--- config.mk ---
export PLATFORM = sky130hd
export DESIGN_NAME = single_to_unsigned_int
export DESIGN_NICKNAME = d
export VERILOG_FILES = /design/src/rtl/single_to_unsigned_int.sv
export SDC_FILE = /design/constraint.sdc
export NUM_CORES = 1
export LEC_CHECK = 0
export CAP_MARGIN = 20
export CORE_UTILIZATION = 50
export DETAILED_ROUTE_END_ITERATION = 10
export GPL_ROUTABILITY_DRIVEN = 0
export PLACE_DENSITY = 0.78
export RECOVER_POWER = 50
export SYNTH_ARGS = -nofsm -noshare
export SYNTH_HDL_FRONTEND = slang
export SYNTH_SLANG_ARGS = --single-unit
--- constraint.sdc ---
create_clock -name clk -period 8.83 [get_ports clk]
set_input_delay 1.3245 -clock clk [delete_from_list [all_inputs] [get_ports clk]]
set_output_delay 1.3245 -clock clk [all_outputs]
set_load 0.005 [all_outputs]
--- src/rtl/single_to_unsigned_int.sv ---
// single_to_unsigned_int
// Converts an IEEE-754 single-precision operand to a 32-bit unsigned integer,
// truncating toward zero and saturating out-of-range values. Fully pipelined:
// one operand per clock, result on z after the fourth register layer
// (a sampled at edge N is visible on z after edge N+3).
module single_to_unsigned_int (
  input  logic        clk,
  input  logic        rst,
  input  logic [31:0] a,
  output logic [31:0] z
);

  // Stage 1 registers: captured operand and its unpacked fields
  logic [31:0] r_a;
  logic        r_sign;
  logic [7:0]  r_exp;
  logic [22:0] r_frac;
  logic [23:0] r_mant;
  logic        r_zeroDenorm;

  // Stage 2 register: classified and shifted result
  logic [31:0] r_result;

  // Combinational classification and barrel shift between stage 1 and 2
  logic [31:0] w_result;
  logic [31:0] w_mantWide;
  logic [4:0]  w_leftAmt;
  logic [4:0]  w_rightAmt;

  assign w_mantWide = {8'd0, r_mant};

  // Shift distances only matter inside 127..158, where they fit in 5 bits;
  // 150 mod 32 is 22, so the low exponent bits give the distance directly.
  assign w_leftAmt  = r_exp[4:0] - 5'd22;
  assign w_rightAmt = 5'd22 - r_exp[4:0];

  // Capture the raw operand so nothing downstream sees the input port directly
  always_ff @(posedge clk) begin
    if (rst) begin
      r_a <= '0;
    end else begin
      r_a <= a;
    end
  end

  // Unpack sign, exponent and fraction; restore the hidden bit for normals
  always_ff @(posedge clk) begin
    if (rst) begin
      r_sign       <= 1'b0;
      r_exp        <= '0;
      r_frac       <= '0;
      r_mant       <= '0;
      r_zeroDenorm <= 1'b0;
    end else begin
      r_sign       <= r_a[31];
      r_exp        <= r_a[30:23];
      r_frac       <= r_a[22:0];
      r_mant       <= {(r_a[30:23] != 8'd0), r_a[22:0]};
      r_zeroDenorm <= (r_a[30:23] == 8'd0);
    end
  end

  // Classify the operand and pick a saturated, zeroed or shifted result
  always_comb begin
    w_result = '0;
    if (r_exp == 8'hFF && r_frac != 23'd0) begin
      w_result = '0;
    end else if (r_sign) begin
      w_result = '0;
    end else if (r_exp == 8'hFF) begin
      w_result = 32'hFFFF_FFFF;
    end else if (r_zeroDenorm) begin
      w_result = '0;
    end else if (r_exp < 8'd127) begin
      w_result = '0;
    end else if (r_exp > 8'd158) begin
      w_result = 32'hFFFF_FFFF;
    end else if (r_exp >= 8'd150) begin
      w_result = w_mantWide << w_leftAmt;
    end else begin
      w_result = w_mantWide >> w_rightAmt;
    end
  end

  // Register the classified result
  always_ff @(posedge clk) begin
    if (rst) begin
      r_result <= '0;
    end else begin
      r_result <= w_result;
    end
  end

  // Drive the output purely from a flop
  always_ff @(posedge clk) begin
    if (rst) begin
      z <= '0;
    end else begin
      z <= r_result;
    end
  end

endmodule

==> flow_summary_export.csv, run 1 <==
group,metric,value,unit
floorplan,num_rows,42,
setup_path,timing.rr.start,"r_exp[0]",
floorplan,die_h,119,µm
floorplan,core,0.0132,mm²
drt,drc,0,
drt,dr.pass1.iters,5,
clock_tree,ctsRootBufferMaster,"clkbuf_16",
logic_synthesis,yosys.area.top_type,"dfxtp_1",
pwr,switching_share,0.244,
logic_synthesis,yosysWarnings,0,
clock_tree,clock_latency,0.44,ns
global_route,track_usage,0.257,
finish,diodes,0,
pwr,p_clk_frac,0.483,
logic_synthesis,async_flop_share,0,
finish,nets,798,
drt,num_vias,5860,
pwr,seqPwrFrac,0.400,
pwr,pwr-share-comb,0.117,
clock_tree,cts_sinks,130,
sta,setup_tns,0,ns
sta,slew_violations,101,
finish,area_growth,20.0,%
placed_design,dp_hpwl,12.0,mm
sta,period_share,0.548,
logic_synthesis,syn_inst,717,
worst_hold_path,hold_end,"r_frac[20]",
global_route,antenna_found_initial,0,
placed_design,io_buffers,65,
pwr,switchingPower,378,µW
floorplan,io_pins,66,
global_route,overflow,0,
floorplan,die_w,119,µm
finish,drive_gt1_frac,0.130,
logic_synthesis,synth_area,0.00679,mm²
status,status,"finished with violations",
floorplan,die_area,0.0141,mm²
logic_synthesis,yosysMostFrequentCell,"dfxtp_1",
logic_synthesis,syn_avg_cell_area,9.47,µm²
pwr,p_int,1.17,mW
logic_synthesis,synth.top_cell.area_share,0.383,
drt,wl_per_cell,18.5,µm
pwr,ir_drop,135,µV
global_route,grt_pass1_vias,5466,
sta,hold_viol,0,
worst_hold_path,worstHoldPathType,"reg2reg",
setup_path,reg2reg_slack,5.24,ns
sta,slew_headroom,-1.50,
clock_tree,path_clk_slew,0.06,ns
clock_tree,cts_setup_buffers,0,
setup_path,path_class,"in2reg",
logic_synthesis,ys_seq_elements,130,
sta,setup_viol,0,
clock_tree,tritoncts,"done",
setup_path,regToRegEndpoint,"r_result[6]",
setup_path,r2r_cells,9,
logic_synthesis,ys_seq_area_frac,0.383,
clock_tree,cts-resized-gates,0,
worst_hold_path,worstHoldPathCells,1,
clock_tree,cts_buffer_depth,2,
finish,final_util,0.615,
sta,fmax,207,MHz
logic_synthesis,synth.net_count,754,
setup_path,crit_path_start_kind,"primary input",
logic_synthesis,synth_area_leaders,"dfxtp_1, mux2i_1, nor2b_1",
worst_hold_path,hp-start,"r_a[20]",
drt,drt_iter0_drc,760,
pwr,leakage,3.12,nW
clock_tree,cts-buffers-inserted,17,
setup_path,crit_arrival,5.10,ns
clock_tree,cts_max_level,4,
clock_tree,holdBufCountCts,0,
logic_synthesis,synth_edf_count,0,
drt,detail_route.vias_per_cell,6.17,
drt,ant_nets,0,
sta,worst-slew-pin-transition,3.75,ns
sta,finClkSkew,0.0203,ns
setup_path,path_max_fanout,100,
status,violations,"capacitance limit, slew limit",
pwr,power.density,190,mW/mm²
logic_synthesis,synth_ff_type,"dfxtp_1",
logic_synthesis,ys_types,72,
drt,drt-total-wl,17.6,mm
floorplan,start_util,0.513,
setup_path,cp-end-kind,"flop",
setup_path,required,9.10,ns
logic_synthesis,synth_common_cells,"dfxtp_1, nor2b_1, mux2i_1, nand2_1, a21oi_1",
global_route,grt_max_degree,101,
global_route,grt_pass1_wl,28.1,mm
sta,grt_setup_unrepaired,"no",
job,maxCapViolations,1,
sta,timing.final.crit_period,4.84,ns
[worst max-delay path, stage by stage]
cell and delay, ns:
buf_2 0.08, clkbuf_1 2.62, nor2_1 0.24, o21ai_1 0.23, buf_4 0.32, nand2b_1 0.18, a31oi_1 0.06
[layout by cell type (no fill, tap or decap), types with 4 or more instances in the layout]
master / count
nand2b_1: 8
nor2_1: 28
clkbuf_16: 17
a2bb2oi_1: 4
xnor2_1: 4
bufinv_16: 4
nor2b_1: 99
o211ai_1: 14
nand3_1: 18
and2_1: 4
mux2i_1: 72
o221ai_1: 5
nand2_1: 71
mux2_2: 25
a21oi_1: 37
o21ai_0: 21
clkdlybuf4s50_1: 64
buf_4: 6
dfxtp_1: 129
o22ai_1: 12
a221oi_1: 13
mux4_2: 13
nor4_1: 9
nor3_1: 7
a31oi_1: 7
a211o_1: 4
[how the worst max path moves through the flow]
stage | startpoint | to | slack [ns] | depth (start not counted)
global route | rst | r_result[29] | 3.41 | 7
detailed placement | r_exp[0] | r_result[13] | 4.83 | 9
finish | rst | r_result[29] | 4.00 | 7
CTS | r_exp[0] | r_result[10] | 4.84 | 9
global placement | r_exp[0] | r_result[13] | 5.05 | 9
floorplan | r_exp[0] | r_result[10] | 5.89 | 13
[cell type report]
class	instances	area [µm²]
Fill cell	1097	5090
Multi-Input combinational cell	534	3950
Sequential cell	130	2600
Timing Repair Buffer	73	722
Clock buffer	20	457
Tap cell	176	220
Clock inverter	12	179
Inverter	5	18.8
[power groups by stage]
| stage | Sequential [mW] | Combinational (mW) | Clock, mW |
|---|---|---|---|
| 5_1_grt | 0.620 | 0.192 | 0.785 |
| 4_1_cts | 0.618 | 0.172 | 0.754 |
| 6_report | 0.619 | 0.181 | 0.746 |
| 3_5_place_dp | 0.630 | 0.171 | 0 |
| 2_1_floorplan | 0.623 | 0.128 | 0 |
| 3_3_place_gp | 0.629 | 0.167 | 0 |
[stage by stage]
stage               hold slack [ns]  area, µm²  setup WS (ns)  total power [mW]  instances
finish                        0.426       8150           4.00              1.55        950
global route                  0.442       8150           3.41              1.60        950
CTS                           0.427       8130           4.84              1.54        949
detailed placement            0.421       7490           4.83             0.801        917
global placement              0.418       7490           5.05             0.796        917
floorplan                     0.414       6790           5.89             0.751        717
[kinds of logic (layout without fill, tap and decap cells)]
kind of cell / count (synthesis) / count (layout) / synth area share
XOR/XNOR: 9 / 9 / 0.0193
AND/OR/NAND/NOR: 260 / 260 / 0.205
adder cells (fa/ha/maj): 3 / 3 / 0.00553
multiplexers: 110 / 110 / 0.191
buffers and inverters: 53 / 110 / 0.0385
flip-flops: 130 / 130 / 0.383
AO/OA/AOI/OAI: 152 / 152 / 0.158
[flip-flops by register name, summed over array words and instances, names as in the netlist]
signal        cells
r_a              32
r_mant            2
r_frac           22
r_result         32
r_sign            1
r_exp             8
z                32
r_zeroDenorm      1
[routing by layer]
metal,global-route usage,vias to the layer above,share of wire,routed length (µm)
li1,-,2689,-,-
met1,0.325,2637,0.39,6910
met2,0.387,439,0.45,7860
met3,0.0719,95,0.11,1930
met4,0.164,0,0.051,891
met5,0,-,0,0
Note: power is estimated with default switching activity, not from simulation.
==> run 2: changes to the inputs <==
clock period = 4.8 ns   (was 8.83 ns; I/O delays follow)
==> flow_summary_export.csv, run 2 (synthesized netlist as in run 1, its figures left out) <==
group,metric,value,unit
sta,slew_headroom,0.197,
drt,dr.pass1.iters,6,
setup_path,path_cells,"buf_4, ha_1, xnor2_1, nor2_1, a22o_1, a221oi_1, a21oi_1",
sta,setup_tns,0,ns
setup_path,crit_arrival,3.45,ns
setup_path,cpPeakStageDelay,0.97,ns
job,maxCapViolations,0,
sta,period_share,0.664,
setup_path,cp_top_family,"XOR/XNOR gates",
sta,hold_viol,0,
global_route,use_met1,0.310,
pwr,seqPwrFrac,0.407,
clock_tree,clock_latency,0.43,ns
setup_path,crit_path_start_kind,"flop",
clock_tree,cts_max_level,4,
sta,grt_setup_unrepaired,"no",
setup_path,path_class,"reg2reg",
drt,ant_nets,0,
drt,num_vias,5954,
global_route,use_met3,0.0792,
floorplan,start_util,0.513,
floorplan,io_pins,66,
clock_tree,cts_sinks,130,
clock_tree,ctsRootBufferMaster,"clkbuf_16",
finish,area_growth,19.9,%
floorplan,core,0.0132,mm²
drt,drt-total-wl,17.1,mm
pwr,switchingPower,685,µW
finish,final_cell_mix,"dfxtp_1, nor2b_1, mux2i_1, nand2_1, clkdlybuf4s50_1",
sta,slew_violations,0,
finish,final_util,0.615,
drt,wl_per_cell,18.0,µm
sta,timing.final.crit_period,3.19,ns
finish,stdcell_count,951,
placed_design,dp_hpwl,12.0,mm
sta,worst-slew-pin-transition,1.20,ns
clock_tree,cts_buffer_depth,2,
floorplan,die_w,119,µm
finish,diodes,0,
sta,setup_viol,0,
setup_path,cp-startpoint,"r_exp[0]",
placed_design,placed_area,0.00750,mm²
pwr,total_power,2.79,mW
setup_path,path_max_fanout,58,
floorplan,die_area,0.0141,mm²
clock_tree,cts_setup_buffers,0,
drt,detail_route.vias_per_cell,6.26,
finish,drive_gt1_frac,0.133,
setup_path,cp-end-kind,"flop",
worst_hold_path,hp-start,"r_a[18]",
global_route,grt.met2_usage,0.378,
global_route,antenna_found_initial,0,
pwr,leakage,3.13,nW
sta,fmax,314,MHz
finish,nets,799,
pwr,power.density,343,mW/mm²
global_route,grt_pass1_wl,27.2,mm
clock_tree,cts-buffers-inserted,17,
setup_path,required,5.06,ns
setup_path,slowest_stage,"xnor2_1",
finish,seq_area,0.00260,mm²
sta,holdWs,0.426,ns
clock_tree,cts-resized-gates,0,
sta,finClkSkew,0.00896,ns
pwr,p_int,2.11,mW
finish,fin_area,0.00814,mm²
global_route,top_usage_layer,"met2",
drt,drc,0,
placed_design,dp_cells,918,
placed_design,io_buffers,65,
finish,multiInputGateArea,0.00395,mm²
placed_design,post-place-ws,1.54,ns
setup_path,crit_buf_inv,1,
global_route,grt_max_degree,100,
pwr,switching_share,0.245,
sta,worst_slack,1.61,ns
clock_tree,tritoncts,"done",
clock_tree,path_clk_slew,0.06,ns
worst_hold_path,worstHoldPathType,"reg2reg",
clock_tree,holdBufCountCts,0,
finish,layout_commonest_cell,"dfxtp_1",
drt,drt_iter0_drc,824,
global_route,grt_pass1_vias,5344,
global_route,track_usage,0.250,
pwr,ir_drop,265,µV
floorplan,num_rows,42,
finish,layout.filler_cells,1101,
pwr,p_clk_frac,0.474,
status,status,"complete, no violations",
floorplan,die_h,119,µm
finish,largestRegisters,"r_a x32, r_result x32, z x32",
pwr,pwr-share-comb,0.118,
global_route,overflow,0,
setup_path,timing.rr.start,"r_exp[0]",
## run 2: power by group through the flow
| stage | sequential (mW) | combinational [mW] | clock, mW |
|---|---|---|---|
| 2_1_floorplan | 1.15 | 0.236 | 0 |
| 3_3_place_gp | 1.16 | 0.307 | 0 |
| 3_5_place_dp | 1.16 | 0.313 | 0 |
| 4_1_cts | 1.14 | 0.316 | 1.34 |
| 5_1_grt | 1.14 | 0.350 | 1.40 |
| 6_report | 1.14 | 0.331 | 1.32 |
## run 2: area by class of cell
type	count	area share
Inverter	5	0.00230
Multi-Input combinational cell	534	0.485
Tap cell	176	0.0270
Timing Repair Buffer	74	0.0899
Clock inverter	12	0.0187
Clock buffer	20	0.0573
Sequential cell	130	0.320
## run 2: worst paths after layout
path	endpoint	slack [ns]	depth (start not counted)
worst max-delay path	r_result[17]	1.61	7
worst min register to register	r_frac[18]	0.43	1
worst min-delay path	r_frac[18]	0.43	1
worst max register to register	r_result[17]	1.61	7
## run 2: layer usage
| layer | wire length, µm | vias to the layer above |
|---|---|---|
| met1 | 6610 | 2700 |
| li1 | - | 2694 |
| met3 | 2070 | 102 |
| met4 | 916 | 0 |
| met5 | 0 | - |
| met2 | 7490 | 458 |
